**config.mk**
```make
export PLATFORM = sky130hd
export DESIGN_NAME = exu_div_arb
export DESIGN_NICKNAME = d
export VERILOG_FILES = /design/src/rtl/exu_div_pkg.sv /design/src/rtl/div_rr_arb2.sv /design/src/rtl/gnrl_dfflr.sv /design/src/rtl/exu_div_arb.sv
export VERILOG_INCLUDE_DIRS = /design/src /design/src/rtl
export SDC_FILE = /design/constraint.sdc
export NUM_CORES = 1
export LEC_CHECK = 0
export CORE_AREA = 2 2 120 122
export DETAILED_ROUTE_END_ITERATION = 8
export DIE_AREA = 0 0 122 124
export HOLD_SLACK_MARGIN = 0.1
export PLACE_DENSITY = 0.59
export SLEW_MARGIN = 20
export SYNTH_ARGS = -nofsm -noshare
export SYNTH_HDL_FRONTEND = slang
export SYNTH_HIERARCHICAL = 1
export SYNTH_SLANG_ARGS = --single-unit
```
**constraint.sdc**
```tcl
create_clock -name clk -period 2.4 [get_ports clk]
set_input_delay 0.6 -clock clk [delete_from_list [all_inputs] [get_ports clk]]
set_output_delay 0.6 -clock clk [all_outputs]
set_load 0.1 [all_outputs]
```
**src/rtl/defines.svh**
```systemverilog
// rtl/defines.svh - datapath widths shared by the EXU blocks
`ifndef EXU_DEFINES_SVH
`define EXU_DEFINES_SVH
`define REG_DATA_WIDTH 32
`define REG_ADDR_WIDTH 5
`define COMMIT_ID_WIDTH 3
`endif

```
**src/rtl/exu_div_pkg.sv**
```systemverilog
// rtl/exu_div_pkg.sv - types and constants for the divider arbiter
`include "defines.svh"
package exu_div_pkg;
  localparam int DATA_W = `REG_DATA_WIDTH;
  localparam int ADDR_W = `REG_ADDR_WIDTH;
  localparam int CID_W  = `COMMIT_ID_WIDTH;

  typedef enum logic [1:0] {
    IDLE = 2'd0,
    RUN  = 2'd1,
    HOLD = 2'd2
  } div_arb_state_e;

  localparam logic [3:0] DIV_OP_DIV  = 4'b0001;
  localparam logic [3:0] DIV_OP_DIVU = 4'b0010;
  localparam logic [3:0] DIV_OP_REM  = 4'b0100;
  localparam logic [3:0] DIV_OP_REMU = 4'b1000;
endpackage

```
**src/rtl/div_rr_arb2.sv**
```systemverilog
// rtl/div_rr_arb2.sv - two-way round-robin grant; pointer names the favoured lane
module div_rr_arb2 (
  input  logic       clk,
  input  logic       rst_n,
  input  logic       i_en,
  input  logic [1:0] i_valid,
  output logic [1:0] o_gnt
);
  logic r_rr_ptr;

  always_comb begin
    o_gnt = 2'b00;
    if (i_en) begin
      if (i_valid == 2'b11) o_gnt = r_rr_ptr ? 2'b10 : 2'b01;
      else                  o_gnt = i_valid;
    end
  end

  // After any grant the loser becomes favoured, so a lone requester cannot starve the other
  gnrl_dfflr #(.DW(1)) u_ptr (
    .clk(clk), .rst_n(rst_n), .lden(|o_gnt), .dnxt(o_gnt[0]), .qout(r_rr_ptr)
  );
endmodule

```
**src/rtl/gnrl_dfflr.sv**
```systemverilog
// rtl/gnrl_dfflr.sv - load-enabled flop with async active-low reset to zero
module gnrl_dfflr #(
  parameter int DW = 1
) (
  input  logic          clk,
  input  logic          rst_n,
  input  logic          lden,
  input  logic [DW-1:0] dnxt,
  output logic [DW-1:0] qout
);
  always_ff @(posedge clk or negedge rst_n) begin
    if (!rst_n) qout <= '0;
    else if (lden) qout <= dnxt;
  end
endmodule

```
**src/rtl/exu_div_arb.sv**
```systemverilog
// rtl/exu_div_arb.sv - two-lane arbiter/sequencer for the shared divider
// Optional: DIV_ARB_ZERO_BYPASS_EN answers divide-by-zero without using the divider.
module exu_div_arb
  import exu_div_pkg::*;
(
  input  logic              clk,
  input  logic              rst_n,
  input  logic              int_assert_i,
  input  logic              req0_valid_i,
  output logic              req0_ready_o,
  input  logic [3:0]        req0_op_i,
  input  logic [DATA_W-1:0] req0_dividend_i,
  input  logic [DATA_W-1:0] req0_divisor_i,
  input  logic [ADDR_W-1:0] req0_waddr_i,
  input  logic              req0_we_i,
  input  logic [CID_W-1:0]  req0_commit_id_i,
  input  logic              req1_valid_i,
  output logic              req1_ready_o,
  input  logic [3:0]        req1_op_i,
  input  logic [DATA_W-1:0] req1_dividend_i,
  input  logic [DATA_W-1:0] req1_divisor_i,
  input  logic [ADDR_W-1:0] req1_waddr_i,
  input  logic              req1_we_i,
  input  logic [CID_W-1:0]  req1_commit_id_i,
  output logic              div_start_o,
  output logic [DATA_W-1:0] div_dividend_o,
  output logic [DATA_W-1:0] div_divisor_o,
  output logic [3:0]        div_op_o,
  input  logic              div_busy_i,
  input  logic              div_valid_i,
  input  logic [DATA_W-1:0] div_result_i,
  input  logic              wb_ready_i,
  output logic              reg_we_o,
  output logic [DATA_W-1:0] reg_wdata_o,
  output logic [ADDR_W-1:0] reg_waddr_o,
  output logic [CID_W-1:0]  commit_id_o
);
  logic [1:0]        r_state;
  div_arb_state_e    w_state;
  div_arb_state_e    w_state_nxt;
  logic [1:0]        w_gnt;
  logic              w_gnt_en;
  logic              w_any_gnt;
  logic              w_sel1;
  logic [DATA_W-1:0] w_dividend;
  logic [DATA_W-1:0] w_divisor;
  logic [3:0]        w_op;
  logic [ADDR_W-1:0] w_waddr;
  logic              w_we;
  logic [CID_W-1:0]  w_cid;
  logic              w_bypass;
  logic              w_res_ld;
  logic [DATA_W-1:0] w_res_nxt;
  logic [ADDR_W-1:0] r_waddr;
  logic              r_we;
  logic [CID_W-1:0]  r_cid;
  logic [DATA_W-1:0] r_result;

  assign w_state  = div_arb_state_e'(r_state);
  assign w_gnt_en = (w_state == IDLE) && !div_busy_i && !int_assert_i;

  div_rr_arb2 u_arb (
    .clk(clk), .rst_n(rst_n), .i_en(w_gnt_en),
    .i_valid({req1_valid_i, req0_valid_i}), .o_gnt(w_gnt)
  );

  assign w_any_gnt  = |w_gnt;
  assign w_sel1     = w_gnt[1];
  assign w_dividend = w_sel1 ? req1_dividend_i  : req0_dividend_i;
  assign w_divisor  = w_sel1 ? req1_divisor_i   : req0_divisor_i;
  assign w_op       = w_sel1 ? req1_op_i        : req0_op_i;
  assign w_waddr    = w_sel1 ? req1_waddr_i     : req0_waddr_i;
  assign w_we       = w_sel1 ? req1_we_i        : req0_we_i;
  assign w_cid      = w_sel1 ? req1_commit_id_i : req0_commit_id_i;

`ifdef DIV_ARB_ZERO_BYPASS_EN
  // Quotient of x/0 is all-ones, remainder is x; both are known in the grant cycle
  assign w_bypass  = w_any_gnt && (w_divisor == '0);
  assign w_res_nxt = !w_bypass ? div_result_i :
                     ((w_op & (DIV_OP_DIV | DIV_OP_DIVU)) != 4'b0000) ? '1 : w_dividend;
`else
  assign w_bypass  = 1'b0;
  assign w_res_nxt = div_result_i;
`endif

  assign w_res_ld = ((w_state == RUN) && div_valid_i) || w_bypass;

  always_comb begin
    w_state_nxt = w_state;
    case (w_state)
      IDLE:    if (w_any_gnt) w_state_nxt = w_bypass ? (w_we ? HOLD : IDLE) : RUN;
      RUN:     if (div_valid_i) w_state_nxt = r_we ? HOLD : IDLE;
      HOLD:    if (wb_ready_i) w_state_nxt = IDLE;
      default: w_state_nxt = IDLE;
    endcase
  end

  gnrl_dfflr #(.DW(2)) u_state (
    .clk(clk), .rst_n(rst_n), .lden(1'b1), .dnxt(w_state_nxt), .qout(r_state)
  );
  gnrl_dfflr #(.DW(ADDR_W)) u_waddr (
    .clk(clk), .rst_n(rst_n), .lden(w_any_gnt), .dnxt(w_waddr), .qout(r_waddr)
  );
  gnrl_dfflr #(.DW(1)) u_we (
    .clk(clk), .rst_n(rst_n), .lden(w_any_gnt), .dnxt(w_we), .qout(r_we)
  );
  gnrl_dfflr #(.DW(CID_W)) u_cid (
    .clk(clk), .rst_n(rst_n), .lden(w_any_gnt), .dnxt(w_cid), .qout(r_cid)
  );
  gnrl_dfflr #(.DW(DATA_W)) u_result (
    .clk(clk), .rst_n(rst_n), .lden(w_res_ld), .dnxt(w_res_nxt), .qout(r_result)
  );

  assign req0_ready_o   = w_gnt[0];
  assign req1_ready_o   = w_gnt[1];
  assign div_start_o    = w_any_gnt && !w_bypass;
  assign div_dividend_o = w_any_gnt ? w_dividend : '0;
  assign div_divisor_o  = w_any_gnt ? w_divisor  : '0;
  assign div_op_o       = w_any_gnt ? w_op       : 4'b0000;
  assign reg_we_o       = (w_state == HOLD);
  assign reg_wdata_o    = r_result;
  assign reg_waddr_o    = r_waddr;
  assign commit_id_o    = r_cid;
endmodule

```
==> results of run 1 <==
-- report_power, final --
| group | internal [mW] | total, mW | switching (mW) |
|---|---|---|---|
| logic | 2.03 | 6.24 | 4.21 |
| clock network | 0.521 | 0.808 | 0.287 |
| registers | 1.12 | 1.34 | 0.224 |
| total | 3.67 | 8.39 | 4.72 |
-- how the worst max path moves through the flow --
stage | from | to
2_1_floorplan | div_busy_i | div_divisor_o[14]
3_3_place_gp | div_busy_i | div_op_o[2]
3_5_place_dp | div_busy_i | div_divisor_o[30]
4_1_cts | u_state/qout[1]$_DFFE_PN0P_ | div_divisor_o[30]
5_1_grt | u_state/qout[0]$_DFFE_PN0P_ | div_divisor_o[20]
6_report | int_assert_i | div_divisor_o[30]
-- layout by cell type (no fill, tap or decap), drive strengths merged, types with 2 or more instances in the layout --
| cell type | n |
|---|---|
| clkdlybuf4s50 | 188 |
| clkbuf | 8 |
| dfrtp | 44 |
| buf | 147 |
| dlygate4sd2 | 2 |
| mux2 | 53 |
| a22o | 68 |
| nor2b | 2 |
| nand2 | 3 |
| conb | 2 |
| o21a | 2 |
| inv | 2 |
| a21oi | 3 |
-- cells by family after synthesis --
logic type,synth area share [%]
other,0.139
and+or+nand+nor,1.77
AOI/OAI and AO/OA,23.6
buffers and inverters,6.89
DFF,40.9
muxes,26.7
-- registers in the layout, summed over array words and instances (netlist names) --
| signal | cells |
|---|---|
| u_result/qout | 32 |
| u_waddr/qout | 5 |
| u_cid/qout | 3 |
| u_state/qout | 2 |
| u_arb/u_ptr/qout | 1 |
| u_we/qout | 1 |
-- metal layers --
layer	wire length [µm]	part of all wire, %	vias up
li1	-	-	1454
met1	5410	36	1528
met2	8100	54	147
met3	1320	8.8	8
met4	149	0.99	0
met5	0	0	-
-- layout make-up --
type / count / area [µm²] / share of cell area, %
repair buffers: 340 / 4230 / 54.2
clock buffers: 6 / 139 / 1.78
well taps: 180 / 225 / 2.89
multi-input cells: 138 / 2060 / 26.4
flip-flops and latches: 44 / 1100 / 14.1
inverters: 2 / 7.51 / 0.0963
clock inverters: 2 / 38.8 / 0.497
-- through the flow --
step	setup WS [ns]	hold slack [ns]	cells	cell area, µm²
after CTS	-0.423	0.412	714	7830
after floorplan	-0.698	0.304	205	3360
after detailed placement	-0.732	0.497	689	7300
after global routing	-0.506	0.449	712	7800
after global placement	-0.651	0.492	689	7300
final	-0.411	0.391	712	7800
-- what timing repair did --
item                                    in CTS  in global routing
endpoints found under the setup margin      80                 79
gates resized for setup                     23                  8
pin swaps                                    4                  6
setup buffers                               11                  0
gates cloned                                 6                  1
==> results by group, run 1 <==
Outcome
  • Outcome: finished with violations
  • Failing checks: setup timing

Drt
  • Via count: 3137
  • DR iter-0 viols: 80
  • Residual DRC: 0
  • Post-DR wirelength/cell: 21.0 µm
  • First-pass DRT Iterations: 4
  • Drt total wl: 15000 µm
  • Post-DR vias/cell: 4.41
  • Remaining antenna violation count: 0

Timing
  • Minimum clock period after layout: 2.81 ns
  • Final hold vios: 0
  • Actual slew at the worst max-slew pin: 0.563 ns
  • Final clock skew: 0.00401 ns
  • Final worst slack: -0.411 ns
  • Unrepaired setup endpoints after global routing: yes
  • Final worst path period share: 117%
  • Slew Limit Fails: 0
  • Fmax: 0.356 GHz
  • Worst slew margin: 62.4%
  • Final setup viols: 70
  • Setup tns final: -25.57 ns

Yosys
  • Count of state elements after synthesis: 44
  • Avg Inst Size Synth: 13.2 µm²
  • Post-synth ARST share: 100%
  • Most common cell in the netlist: a22o_1
  • EDFF count, synth: 0
  • Synth top area share: 40.9%
  • Synth Flop Type: dfrtp_1
  • Post-Synthesis Cells: 204
  • Top post-synthesis cells by area: dfrtp_1 (41%), a22o_1 (22%), mux2_4 (18%)
  • Yosys warning count: 6
  • Mapped Area: 0.00269 mm²
  • Cell taking the most area after synthesis: dfrtp_1
  • Proportion of synthesized chip area in sequential cells: 40.9%
  • Post-synth cell types: 20
  • Post-synth top cells: a22o_1 (68), dfrtp_1 (44), mux2_4 (32)

Layout
  • Final net count: 725
  • Antenna cells: 0
  • Share of cells above drive strength 1: 53.9%
  • Fillers: 1080
  • Layout area overhead: 190%
  • Final core utilization: 56.8%

GRT
  • Top Usage Layer GRT: met2
  • Largest net degree at the start of global routing: 45
  • Met3 GRT Util: 5.68%
  • Grt total ovfl: 0
  • Met1 usage: 21.3%
  • Met2 Resource Use GR: 35.6%
  • Global-route wire length before repair: 21400 µm
  • GRT Resource Usage Total: 18.9%
  • Initial antenna violation count: 0
  • Vias in the first global route: 3428

Min path
  • Worst Hold Class: primary input to async pin

Floorplanning
  • Die H: 124 µm
  • Die area: 0.0151 mm²
  • # IOs: 306
  • Core area: 0.0137 mm²
  • Rows: 43
  • Chip Width: 122 µm
  • Initial Util: 19.6%

Critical path
  • Crit Path Max Fanout: 8
  • Crit-path slowest cell: nor4_4
  • Crit path max-delay family: buffers and inverters
  • Cell mode on critical path: buf_12
  • Reg-to-reg critical path endpoint: u_waddr/qout[1]$_DFFE_PN0P_
  • CP Data Arrival Time: 2.21 ns
  • Setup Crit Path Kind: primary input to output pin
  • RR Startpoint: u_state/qout[0]$_DFFE_PN0P_
  • Worst setup EP type: output pin
  • Crit path depth: 10
  • Crit path largest cell delay: 0.35 ns
  • Reg2Reg Depth: 8
  • CP Launch Type: primary input
  • Worst R2R Setup Slack: 0.18 ns
  • Crit-path cells: buf_6 -> nor4_4 -> nand2_2 -> a21oi_4 -> nor2b_4 -> buf_12 -> buf_8 -> buf_12 -> a22o_4 -> buf_12
  • Req. time, crit path: 1.80 ns
  • Worst Path Buf+Inv: 5

CTS
  • Clock Sinks: 44
  • CTS Buffer Depth: 2
  • Cts hold-fix bufs: 0
  • CTS Buf Count: 5
  • TritonCTS clock tree: done
  • Clk root buf: clkbuf_16
  • H-tree levels: 2
  • Clk_lat worst skew: 0.28 ns
  • Reg clk slew, reported paths: 0.06 ns

Place
  • Hpwl dp: 12000 µm
  • IO buf count: 305
  • Gpl congestion: 0.824

Power
  • Peak supply drop: 1.06 mV
  • Leakage power: 3.43 nW
  • Pwr dens: 1080 mW/mm²
  • Tot Pwr: 8.39 mW

Job
  • Max_cap viols: 0
No activity file was read; power rests on OpenSTA's default activity.
==> inputs of run 2 (changes only) <==
==> constraint.sdc (replaced) <==
create_clock -name clk -period 2.5 [get_ports clk]
set_input_delay 0.625 -clock clk [delete_from_list [all_inputs] [get_ports clk]]
set_output_delay 0.625 -clock clk [all_outputs]
set_load 0.1 [all_outputs]
==> run 2 against run 1 <==
Net effect:
- the run still ends with setup timing left
- design area rose by 2.8%
- via count rose by 5.1%
- die area did not move
- critical path type unchanged
==> results by group, run 2 (synthesized netlist as in run 1, its figures left out) <==
Outcome
  • Outcome: finished with violations
  • Failing checks: setup timing

Power
  • Seq pwr share: 16.0% (about the same)
  • Pwr dens: 1010 mW/mm² (-5.9%)
  • Combinational group share of total power: 74.4% (about the same)
  • Clock network power share: 9.6% (about the same)
  • Peak supply drop: 1.43 mV (+34%)
  • Internal Power: 3.58 mW (-2.6%)
  • Leakage power: 3.55 nW (+3.4%)
  • Switch share: 56.0% (-0.30 points)
  • Switching power: 4.54 mW (-3.8%)

Layout
  • Max reg flops: 32 (unchanged)
  • Antenna cells: 0 (unchanged)
  • Reg with most FFs: u_result/qout
  • Commonest non-fill, non-tap cell in the layout: clkdlybuf4s50_1
  • Post-route cell area: 0.00802 mm² (+2.8%)
  • Multi-input logic area: 0.00205 mm² (-0.24%)
  • Fillers: 1092 (+1.1%)
  • Reg area: 0.00110 mm² (unchanged)
  • Final core utilization: 58.4% (+1.6 points)
  • Most frequent cells in the layout: clkdlybuf4s50_1 (188), buf_12 (82), a22o_4 (68)
  • Layout area overhead: 198%
  • Top Registers: u_result/qout (32), u_waddr/qout (5), u_cid/qout (3)
  • Final net count: 741 (+2.2%)
  • Share of cells above drive strength 1: 54.9% (+0.98 points)

CTS
  • TritonCTS clock tree: done
  • CTS Buf Count: 5 (unchanged)
  • Cts hold-fix bufs: 0 (unchanged)
  • H-tree levels: 2 (unchanged)
  • Clk_lat worst skew: 0.28 ns (about the same)
  • Clk root buf: clkbuf_16
  • Clock Sinks: 44 (unchanged)
  • CTS Buffer Depth: 2 (unchanged)
  • Reg clk slew, reported paths: 0.06 ns (about the same)

Place
  • Post-Place Worst Slack: -0.601 ns (+0.131 ns)
  • Gpl congestion: 0.841 (+2.0%)
  • Hpwl dp: 11100 µm (-7.5%)
  • Post-DP Area: 0.00726 mm² (-0.55%)
  • IO buf count: 305 (unchanged)

Critical path
  • Worst setup EP type: output pin
  • Crit-path slowest cell: nor4_4
  • Crit path largest cell delay: 0.29 ns (-0.06 ns)
  • Crit Path Max Fanout: 7 (-1)
  • Setup Crit Path Kind: primary input to output pin
  • Cell mode on critical path: buf_12
  • CP Data Arrival Time: 2.20 ns (about the same)
  • CP Launch Type: primary input
  • Req. time, crit path: 1.88 ns (+0.08 ns)
  • Crit-path cells: buf_6 -> nor4_4 -> nand2_1 -> a21oi_4 -> nor2b_4 -> buf_12 -> buf_8 -> buf_16 -> a22o_4 -> buf_12

Drt
  • First-pass DRT Iterations: 4 (unchanged)
  • Residual DRC: 0 (unchanged)
  • Post-DR wirelength/cell: 20.2 µm (-3.8%)
  • Via count: 3298 (+5.1%)
  • Post-DR vias/cell: 4.53 (+2.8%)
  • Drt total wl: 14700 µm (-1.6%)
  • DR iter-0 viols: 78 (-2.5%)
  • Remaining antenna violation count: 0 (unchanged)

Timing
  • Setup tns final: -19.61 ns (+5.96 ns)
  • Final hold vios: 0 (unchanged)
  • Unrepaired setup endpoints after global routing: yes
  • Final worst slack: -0.326 ns (+0.0844 ns)
  • Minimum clock period after layout: 2.83 ns
  • Slew Limit Fails: 0 (unchanged)
  • Final setup viols: 76 (+8.6%)
  • Final worst path period share: 113%
  • Final clock skew: 0.00532 ns (+0.00131 ns)
  • Fmax: 0.354 GHz

Floorplanning
  • # IOs: 306 (unchanged)
  • Initial Util: 19.6% (unchanged)
  • Die H: 124 µm (unchanged)
  • Core area: 0.0137 mm² (unchanged)
  • Die area: 0.0151 mm² (unchanged)
  • Rows: 43 (unchanged)
  • Chip Width: 122 µm (unchanged)

Min path
  • Worst Hold Class: primary input to async pin

GRT
  • Grt total ovfl: 0 (unchanged)
  • Vias in the first global route: 3491 (+1.8%)
  • Global-route wire length before repair: 21100 µm (-1.1%)
  • Largest net degree at the start of global routing: 45 (unchanged)
  • GRT Resource Usage Total: 18.6% (-0.35 points)
  • Initial antenna violation count: 0 (unchanged)

Job
  • Max_cap viols: 0 (unchanged)
[run 2: cell count changes in the layout (fill, tap and decap cells not counted)]
cell       delta
buf_12        -2
clkbuf_16     +2
buf_16        +5
nand2_2       -2
buf_8         -3
buf_4        +10
nand2_1       +2
buf_2         +1
clkbuf_2      -1
buf_6         +4
[run 2: path summary, 6_finish.rpt]
kind,startpoint,to,slack (ns),cells after the start
min reg2reg,u_cid/qout[2]$_DFFE_PN0P_,u_cid/qout[2]$_DFFE_PN0P_,0.51,1
max in group asynchronous,rst_n,u_cid/qout[0]$_DFFE_PN0P_,1.98,2
max reg2reg,u_state/qout[0]$_DFFE_PN0P_,u_waddr/qout[1]$_DFFE_PN0P_,0.01,11
max,div_busy_i,div_op_o[1],-0.33,10
min in group clk,u_cid/qout[2]$_DFFE_PN0P_,u_cid/qout[2]$_DFFE_PN0P_,0.51,1
min,rst_n,u_result/qout[8]$_DFFE_PN0P_,0.31,2
[run 2: final cells by class]
class	instances	area share, %
multi-input cells	138	25.6
repair buffers	356	55.5
flip-flops and latches	44	13.7
clock inverters	2	0.484
well taps	180	2.81
inverters	2	0.0937
clock buffers	6	1.73
[run 2: timing repair]
action | CTS | global route
gates cloned | 10 | 4
setup buffers | 19 | 8
hold endpoints to repair | 0 | 0
pin swaps | 5 | 6
gates resized for setup | 33 | 13
setup endpoints to repair | 81 | 76
[run 2: layer usage]
| layer | global-route usage (%) | vias up | part of all wire (%) |
|---|---|---|---|
| met5 | 0 | - | 0 |
| li1 | - | 1485 | - |
| met3 | 6.36 | 20 | 9.9 |
| met1 | 20.9 | 1619 | 37 |
| met2 | 33.7 | 174 | 51 |
| met4 | 4.38 | 0 | 2.3 |
[run 2: critical path, delay by kind of cell]
family | cells | cell delay (ns)
buffers and inverters | 5 | 0.68
and+or+nand+nor | 3 | 0.62
AOI/OAI and AO/OA | 2 | 0.27
[run 2: power by group through the flow]
| stage | Clock [mW] | Sequential, mW | Combinational (mW) |
|---|---|---|---|
| 2_1_floorplan | 0 | 3.70 | 1.86 |
| 6_report | 0.779 | 1.30 | 6.04 |
| 4_1_cts | 0.801 | 1.30 | 6.09 |
| 3_5_place_dp | 0 | 1.30 | 5.88 |
| 5_1_grt | 0.830 | 1.34 | 6.20 |
| 3_3_place_gp | 0 | 1.30 | 5.84 |
[run 2: through the flow]
stage | hold slack, ns | instances | total power, mW
finish | 0.308 | 728 | 8.12
global route | 0.324 | 728 | 8.37
CTS | 0.315 | 724 | 8.19
detailed placement | 0.494 | 687 | 7.17
global placement | 0.493 | 687 | 7.13
floorplan | 0.329 | 205 | 5.56
